==> config.mk <==
export PLATFORM = sky130hd
export DESIGN_NAME = bitonic_sort_pipe
export DESIGN_NICKNAME = d
export VERILOG_FILES = /design/src/rtl/bitonic_sort_pipe.sv
export SDC_FILE = /design/constraint.sdc
export NUM_CORES = 2
export LEC_CHECK = 0
export CAP_MARGIN = 15
export CORE_MARGIN = 2
export CORE_UTILIZATION = 31
export DETAILED_ROUTE_END_ITERATION = 12
export GPL_TIMING_DRIVEN = 0
export PLACE_DENSITY = 0.56
export SYNTH_ARGS = -nofsm -noshare
export SYNTH_HDL_FRONTEND = slang
export SYNTH_SLANG_ARGS = --single-unit
==> constraint.sdc <==
create_clock -name clk_i -period 14.31 [get_ports clk_i]
set_clock_uncertainty 0.2 [all_clocks]
set_input_delay 2.1465 -clock clk_i [delete_from_list [all_inputs] [get_ports clk_i]]
set_output_delay 2.1465 -clock clk_i [all_outputs]
set_load 0.01 [all_outputs]
==> src/rtl/bitonic_sort_pipe.sv <==
// -----------------------------------------------------------------------------
// bitonic_sort_pipe
//   Fully pipelined bitonic sorting network for N = 2**LOG2_LEN elements.
//   One compare-exchange stage per register stage, S = L*(L+1)/2 stages.
//   Each vector carries its own sort direction and emits its first TOPK
//   sorted elements.
//
// Handshake (valid/ready):
//   A transfer happens on a rising clk edge when valid and ready are both high.
//   The pipeline stalls as a whole when the output holds a vector that
//   downstream refuses (stall = out_valid_o & ~out_ready_i). in_ready_o is the
//   combinational inverse of stall. During a stall every stage register holds.
//   When there is no stall, empty slots (bubbles) advance like data.
//
// Ports:
//   clk_i        clock
//   rst_i        asynchronous active-high reset; clears all stage state
//   in_valid_i   input vector valid
//   in_ready_o   block can accept a vector this cycle
//   sign_ctrl_i  1 = descending (largest at y_o[0]), 0 = ascending
//   x_i[N]       input elements
//   out_valid_o  y_o holds a sorted vector
//   out_ready_i  downstream accepts the vector
//   sign_ctrl_o  direction that travelled with the output vector
//   y_o[TOPK]    first TOPK sorted elements
//   idx_o[TOPK]  original input position of each output element
//                (present only when BITONIC_SORT_IDX_EN is defined)
//
// Optional feature macro: BITONIC_SORT_IDX_EN
//   Defined: indices travel with the data. On equal keys, the lower original
//   index goes to the lower output position in both directions.
//   Undefined: equal keys are never swapped, and no index logic exists.
// -----------------------------------------------------------------------------
module bitonic_sort_pipe #(
  parameter int DATAWIDTH = 8,
  parameter int LOG2_LEN  = 3,
  parameter int TOPK      = 1 << LOG2_LEN,
  parameter int SIGNED    = 0
) (
  input  logic                 clk_i,
  input  logic                 rst_i,
  input  logic                 in_valid_i,
  output logic                 in_ready_o,
  input  logic                 sign_ctrl_i,
  input  logic [DATAWIDTH-1:0] x_i [1 << LOG2_LEN],
  output logic                 out_valid_o,
  input  logic                 out_ready_i,
  output logic                 sign_ctrl_o,
  output logic [DATAWIDTH-1:0] y_o [TOPK]
`ifdef BITONIC_SORT_IDX_EN
  ,
  output logic [LOG2_LEN-1:0]  idx_o [TOPK]
`endif
);

  localparam int N = 1 << LOG2_LEN;
  localparam int S = LOG2_LEN * (LOG2_LEN + 1) / 2;

  if (LOG2_LEN < 1 || LOG2_LEN > 6) begin : g_bad_len
    $fatal(1, "bitonic_sort_pipe: LOG2_LEN must be in 1..6");
  end
  if (TOPK < 1 || TOPK > N) begin : g_bad_topk
    $fatal(1, "bitonic_sort_pipe: TOPK must be in 1..N");
  end

  // Maps a flat stage number onto the (p, q) of the bitonic schedule:
  // p = 1..L, and for each p, q runs p down to 1.
  function automatic int stage_pq(input int s, input bit want_q);
    int k;
    int res;
    k   = s;
    res = 1;
    for (int p = 1; p <= LOG2_LEN; p++) begin
      if (k >= 0 && k < p) res = want_q ? (p - k) : p;
      k = k - p;
    end
    return res;
  endfunction

  function automatic logic val_gt(input logic [DATAWIDTH-1:0] a,
                                  input logic [DATAWIDTH-1:0] b);
    if (SIGNED != 0) val_gt = $signed(a) > $signed(b);
    else             val_gt = a > b;
  endfunction

`ifdef BITONIC_SORT_IDX_EN
  // Total order used by the whole network for one vector: value first, then
  // index, with the index order flipped for descending vectors so that the
  // lower index lands at the lower output position in both directions.
  function automatic logic key_gt(input logic [DATAWIDTH-1:0] a,
                                  input logic [LOG2_LEN-1:0]  ia,
                                  input logic [DATAWIDTH-1:0] b,
                                  input logic [LOG2_LEN-1:0]  ib,
                                  input logic                 sg);
    if (a != b) key_gt = val_gt(a, b);
    else        key_gt = sg ? (ia < ib) : (ia > ib);
  endfunction
`endif

  logic stall;
  assign stall      = out_valid_o & ~out_ready_i;
  assign in_ready_o = ~stall;

  for (genvar s = 0; s < S; s++) begin : g_stage
    localparam int P    = stage_pq(s, 1'b0);
    localparam int Q    = stage_pq(s, 1'b1);
    localparam int HALF = 1 << (Q - 1);

    logic [DATAWIDTH-1:0] d_in [N];
    logic [DATAWIDTH-1:0] d_cx [N];
    logic [DATAWIDTH-1:0] d_q  [N];
    logic                 v_in, sg_in;
    logic                 v_q, sg_q;
`ifdef BITONIC_SORT_IDX_EN
    logic [LOG2_LEN-1:0]  i_in [N];
    logic [LOG2_LEN-1:0]  i_cx [N];
    logic [LOG2_LEN-1:0]  i_q  [N];
`endif

    if (s == 0) begin : g_src
      assign d_in  = x_i;
      assign v_in  = in_valid_i & in_ready_o;
      assign sg_in = sign_ctrl_i;
`ifdef BITONIC_SORT_IDX_EN
      for (genvar e = 0; e < N; e++) begin : g_idx
        assign i_in[e] = LOG2_LEN'(e);
      end
`endif
    end else begin : g_chain
      assign d_in  = g_stage[s-1].d_q;
      assign v_in  = g_stage[s-1].v_q;
      assign sg_in = g_stage[s-1].sg_q;
`ifdef BITONIC_SORT_IDX_EN
      assign i_in  = g_stage[s-1].i_q;
`endif
    end

    // Compare-exchange: lane i pairs with i + HALF; local direction is bit P
    // of the lower lane index, flipped for descending vectors.
    always_comb begin : cx
      int   i;
      int   j;
      logic desc;
      logic swp;
      i    = 0;
      j    = 0;
      desc = 1'b0;
      swp  = 1'b0;
      for (int e = 0; e < N; e++) begin
        d_cx[e] = d_in[e];
`ifdef BITONIC_SORT_IDX_EN
        i_cx[e] = i_in[e];
`endif
      end
      for (int k = 0; k < N / 2; k++) begin
        i    = (k / HALF) * 2 * HALF + (k % HALF);
        j    = i + HALF;
        desc = sg_in ^ ((i & (1 << P)) != 0);
`ifdef BITONIC_SORT_IDX_EN
        swp  = desc ? key_gt(d_in[j], i_in[j], d_in[i], i_in[i], sg_in)
                    : key_gt(d_in[i], i_in[i], d_in[j], i_in[j], sg_in);
`else
        swp  = desc ? val_gt(d_in[j], d_in[i]) : val_gt(d_in[i], d_in[j]);
`endif
        if (swp) begin
          d_cx[i] = d_in[j];
          d_cx[j] = d_in[i];
`ifdef BITONIC_SORT_IDX_EN
          i_cx[i] = i_in[j];
          i_cx[j] = i_in[i];
`endif
        end
      end
    end

    always_ff @(posedge clk_i or posedge rst_i) begin
      if (rst_i) begin
        v_q  <= 1'b0;
        sg_q <= 1'b0;
        for (int e = 0; e < N; e++) begin
          d_q[e] <= '0;
`ifdef BITONIC_SORT_IDX_EN
          i_q[e] <= '0;
`endif
        end
      end else if (!stall) begin
        v_q  <= v_in;
        sg_q <= sg_in;
        for (int e = 0; e < N; e++) begin
          d_q[e] <= d_cx[e];
`ifdef BITONIC_SORT_IDX_EN
          i_q[e] <= i_cx[e];
`endif
        end
      end
    end
  end

  assign out_valid_o = g_stage[S-1].v_q;
  assign sign_ctrl_o = g_stage[S-1].sg_q;

  for (genvar k = 0; k < TOPK; k++) begin : g_out
    assign y_o[k] = g_stage[S-1].d_q[k];
`ifdef BITONIC_SORT_IDX_EN
    assign idx_o[k] = g_stage[S-1].i_q[k];
`endif
  end

endmodule

After elaboration in Yosys (flattened, before gate mapping)
Cells that the tools add are included.

Bits in registers: 396. Output and inout bits: 67. Word-level logic and storage cells: 172.

$lt $le $gt $ge: 48. Muxes and demuxes: 60. Bitwise logic cells: 4.

Operator list (count): $gt A8 B8 Y1 (48); $mux W16 (12); $mux W8 (24); $mux W1 (24); $and A1 B1 Y1 (2); $not A1 Y1 (2).

Longest topological paths before layout
Depth in word-level cells: 4. Gate-level depth with buffers: 8.

Worst setup path after synthesis
No wires, ideal clock.

Path type: input -> output. Start: input out_ready_i. End: output in_ready_o. Arrival: 2810 ps. Required time: 11964 ps. Slack: 9153 ps. Stages: 5. Path through: nor2b_1 -> clkbuf_1 -> inv_2 -> clkbuf_1 -> buf_2.

Cells in the longest elaborated chain, start to end: 3.

Ends and longest elaborated chain: from (decl) (RTL line 47) `input logic out_ready_i,`; $not A1 Y1 (RTL line 101) `assign stall = out_valid_o & ~out_ready_i;`; $and A1 B1 Y1 (RTL line 101); $not A1 Y1 (RTL line 102) `assign in_ready_o = ~stall;`; to (decl) (RTL line 43) `output logic in_ready_o,`.

No other way between the ends.

Final worst setup path
Ends and elaborated chain as after synthesis.

==> flow_summary.yaml <==
floorplanning:
  coreArea_sq_um: 83700
  io_pins: 136
  rows: 106
  die_h_microns: 295
  die-area_sq_um: 87000
  start_util_pct: 31.4
  fp.dieW_microns: 295
route:
  first_pass_iters: 6
  drc: 0
  wl_microns: 86800
  via_count: 22644
  postRouteAntennaNets: 0
  wire_per_inst_microns: 20.4
  initialDrtViolationCount: 1704
  viasPerCell: 5.32
worst_setup_path:
  crit_required_ns: 11.96
  crit_path_start_kind: "input port"
  arrival_ns: 4.83
  end_kind: "primary output"
  cp_max_fo: 10
  crit_type: "input port to primary output"
clock_network:
  htree_levels: 2
  clock_latency_ns: 0.60
  cts_tree: "done"
  cts_hold_buf: 0
  cts_buffer_depth: 3
  post_cts_resized: 0
  cts_setup_buffers: 0
  numCtsBuffers: 47
  clk_pin_slew_worst_paths_ns: 0.06
  cts-root-buf: "clkbuf_16"
  clock_sinks: 396
run_status:
  outcome: "finished clean"
grt:
  grt_max_degree: 121
  grt-ovfl-total: 0
  grt_pass1_vias: 22607
  grt_use_total_pct: 19.9
  antenna_found_initial: 1
  grt_pass1_wl_microns: 135000
timing:
  slew_violations: 0
  fmax_mhz: 139
  finalSetupViolCount: 0
  rsz0062_at_grt: "false"
  relSlewSlack_pct: 7.29
  hold_violations: 0
  fin_crit_sh_pct: 50.2
  worst_pin_slew_ns: 1.39
  post-route-min-period_ns: 7.18
worst_hold_path:
  hp-class: "flop to flop"
pwr:
  total_power_mw: 8.41
  p_per_area_nw_per_um2: 274
  p_leak_nw: 14.2
  seqPwrFrac_pct: 27.2
  p_clk_share_pct: 14.6
  p_switching_mw: 3.88
  swShare_pct: 46.1
  p_int_mw: 4.54
  combPwrFrac_pct: 58.1
  ir_drop_mv: 0.101
yosys:
  ys_ff_latch: 396
  yosysWarnings: 0
  synth_area_sq_um: 26200
  synth_top_area_share_pct: 37.8
  syn_inst: 2902
  ys_types: 35
  yosysTopAreaCell: "dfrtp_1"
  synth_area_leaders: "dfrtp_1 (38%), a21oi_1 (16%), mux2i_1 (15%)"
  syn_nets: 3163
  seq_area_frac_synth_pct: 37.8
  avgSynthCellArea_sq_um: 9.05
finish:
  n_antenna_cell: 0
  stdcell_area_sq_um: 30700
  finalNetCount: 3350
  stdcell_count: 4259
  drive_above_1_share_pct: 6.59
  n_fill_cell: 8574
  syn_to_final_growth_pct: 16.8
run:
  drv_cap: 0
placement:
  postPlaceCellArea_sq_um: 29100
  portBuffers: 135
  hpwl_microns: 67500
  place.gp.congestion: 0.912
  dp_cells: 4174
==> through the flow <==
stage / setup TNS [ns] / util (%) / setup slack, ns / hold WS (ns)
floorplan: 0 / - / 0.952 / 0.230
global placement: -1879.84 / 34.7 / -4.82 / 0.245
detailed placement: 0 / 34.8 / 7.08 / 0.248
CTS: 0 / 36.6 / 7.08 / 0.267
global route: 0 / 36.6 / 6.98 / 0.295
finish: 0 / 36.6 / 7.13 / 0.260
==> registers in the layout (all words and copies together) (netlist names) <==
register,flops
out_valid_o,1
g_stage.v_q,5
g_stage.sg_q,5
g_stage.d_q,320
y_o,64
sign_ctrl_o,1
==> final cells by class <==
cell class / instances / area [sq um] / area share [%]
Clock inverter: 15 / 168 / 0.547
Tap cell: 1134 / 1420 / 4.63
Inverter: 203 / 769 / 2.51
Sequential cell: 396 / 9910 / 32.3
Multi-Input combinational cell: 2124 / 14700 / 47.9
Timing Repair Buffer: 138 / 1430 / 4.68
Clock buffer: 70 / 1380 / 4.51
Buffer: 179 / 878 / 2.86
==> critical path, cell delays in order <==
cell,delay [ns]
clkdlybuf4s50_1,0.45
nor2b_1,0.04
clkbuf_1,0.21
inv_2,0.11
clkbuf_1,0.81
buf_2,0.45
clkdlybuf4s50_1,0.60
==> cell families after synthesis <==
family                   Yosys count  share of synthesized area (%)
AO/OA/AOI/OAI                   1003                           21.5
buffers and inverters            382                           6.25
AND/OR/NAND/NOR                  545                           10.7
adder cells (fa/ha/maj)          192                           9.15
flip-flops                       396                           37.8
multiplexers                     384                           14.6
==> path summary, 6_finish.rpt <==
check	start	to	slack [ns]	cells after the start
worst max-delay path	out_ready_i	in_ready_o	7.13	7
worst min register to register	g_stage[4].v_q	g_stage[4].v_q	0.26	2
worst max register to register	out_valid_o	g_stage[1].d_q[32]	10.76	7
min in group asynchronous	rst_i	y_o[62]	1.90	2
worst min-delay path	g_stage[4].v_q	g_stage[4].v_q	0.26	2
max in group asynchronous	rst_i	g_stage[0].d_q[10]	10.54	4
==> synthesized netlist by cell type <==
| cell | number |
|---|---|
| nor2_1 | 210 |
| a211oi_1 | 27 |
| nor2b_1 | 25 |
| a221oi_2 | 9 |
| dfrtp_1 | 396 |
| clkbuf_1 | 72 |
| o211ai_1 | 30 |
| o311ai_4 | 4 |
| or2_2 | 2 |
| buf_6 | 9 |
| nand3_1 | 9 |
| nand2b_1 | 5 |
| o21ai_0 | 22 |
| buf_4 | 9 |
| a41oi_1 | 4 |
| o21ai_1 | 6 |
| inv_1 | 202 |
| a21o_1 | 27 |
| o211ai_2 | 2 |
| mux2i_1 | 384 |
| inv_2 | 1 |
| a311o_1 | 9 |
| o311a_1 | 4 |
| nor3_1 | 2 |
| buf_1 | 5 |
| a21oi_1 | 824 |
| and3_4 | 9 |
| a211o_1 | 15 |
| nand2_1 | 43 |
| o211a_1 | 11 |
| a311oi_1 | 9 |
| nand4_1 | 48 |
| buf_2 | 84 |
| ha_1 | 192 |
| and2_1 | 192 |
==> power groups by stage <==
stage	Clock, mW	Sequential, mW	Combinational, mW
after detailed placement	0	2.30	4.87
final	1.23	2.29	4.89
after floorplan	0	2.06	3.64
after CTS	1.25	2.28	4.89
after global routing	1.30	2.35	5.43
after global placement	0	2.28	4.78
==> routing by layer <==
| metal | GRT usage [%] | part of all wire [%] | vias up | wire length (microns) |
|---|---|---|---|---|
| met1 | 26.7 | 45 | 11146 | 39200 |
| met5 | 0 | 0 | - | 0 |
| met3 | 2.35 | 4.5 | 115 | 3880 |
| met4 | 5.56 | 2.8 | 0 | 2430 |
| li1 | - | - | 10783 | - |
| met2 | 33.8 | 48 | 600 | 41300 |
==> placed cells by master, fill, tap and decap left out, types with 4 or more instances in the layout <==
cell type and count:
o211a_1 11, clkbuf_16 48, a211oi_1 27, clkbuf_1 84, o21ai_0 22, a311o_1 9
clkdlybuf4s50_1 135, clkinv_2 9, a211o_1 15, nand3_1 9, nand2_1 43, and2_1 192
a311oi_1 9, a21oi_1 824, a41oi_1 4, nand4_1 48, o21ai_1 6, o311ai_4 4
buf_2 84, nor2_1 210, ha_1 192, o311a_1 4, buf_4 9, dfrtp_1 396
nor2b_1 25, a21o_1 27, inv_1 201, and3_4 9, mux2i_1 384, a221oi_2 9
buf_1 5, buf_6 9, clkbuf_8 10, nand2b_1 5, o211ai_1 30
No activity file was read; power rests on OpenSTA's default activity.
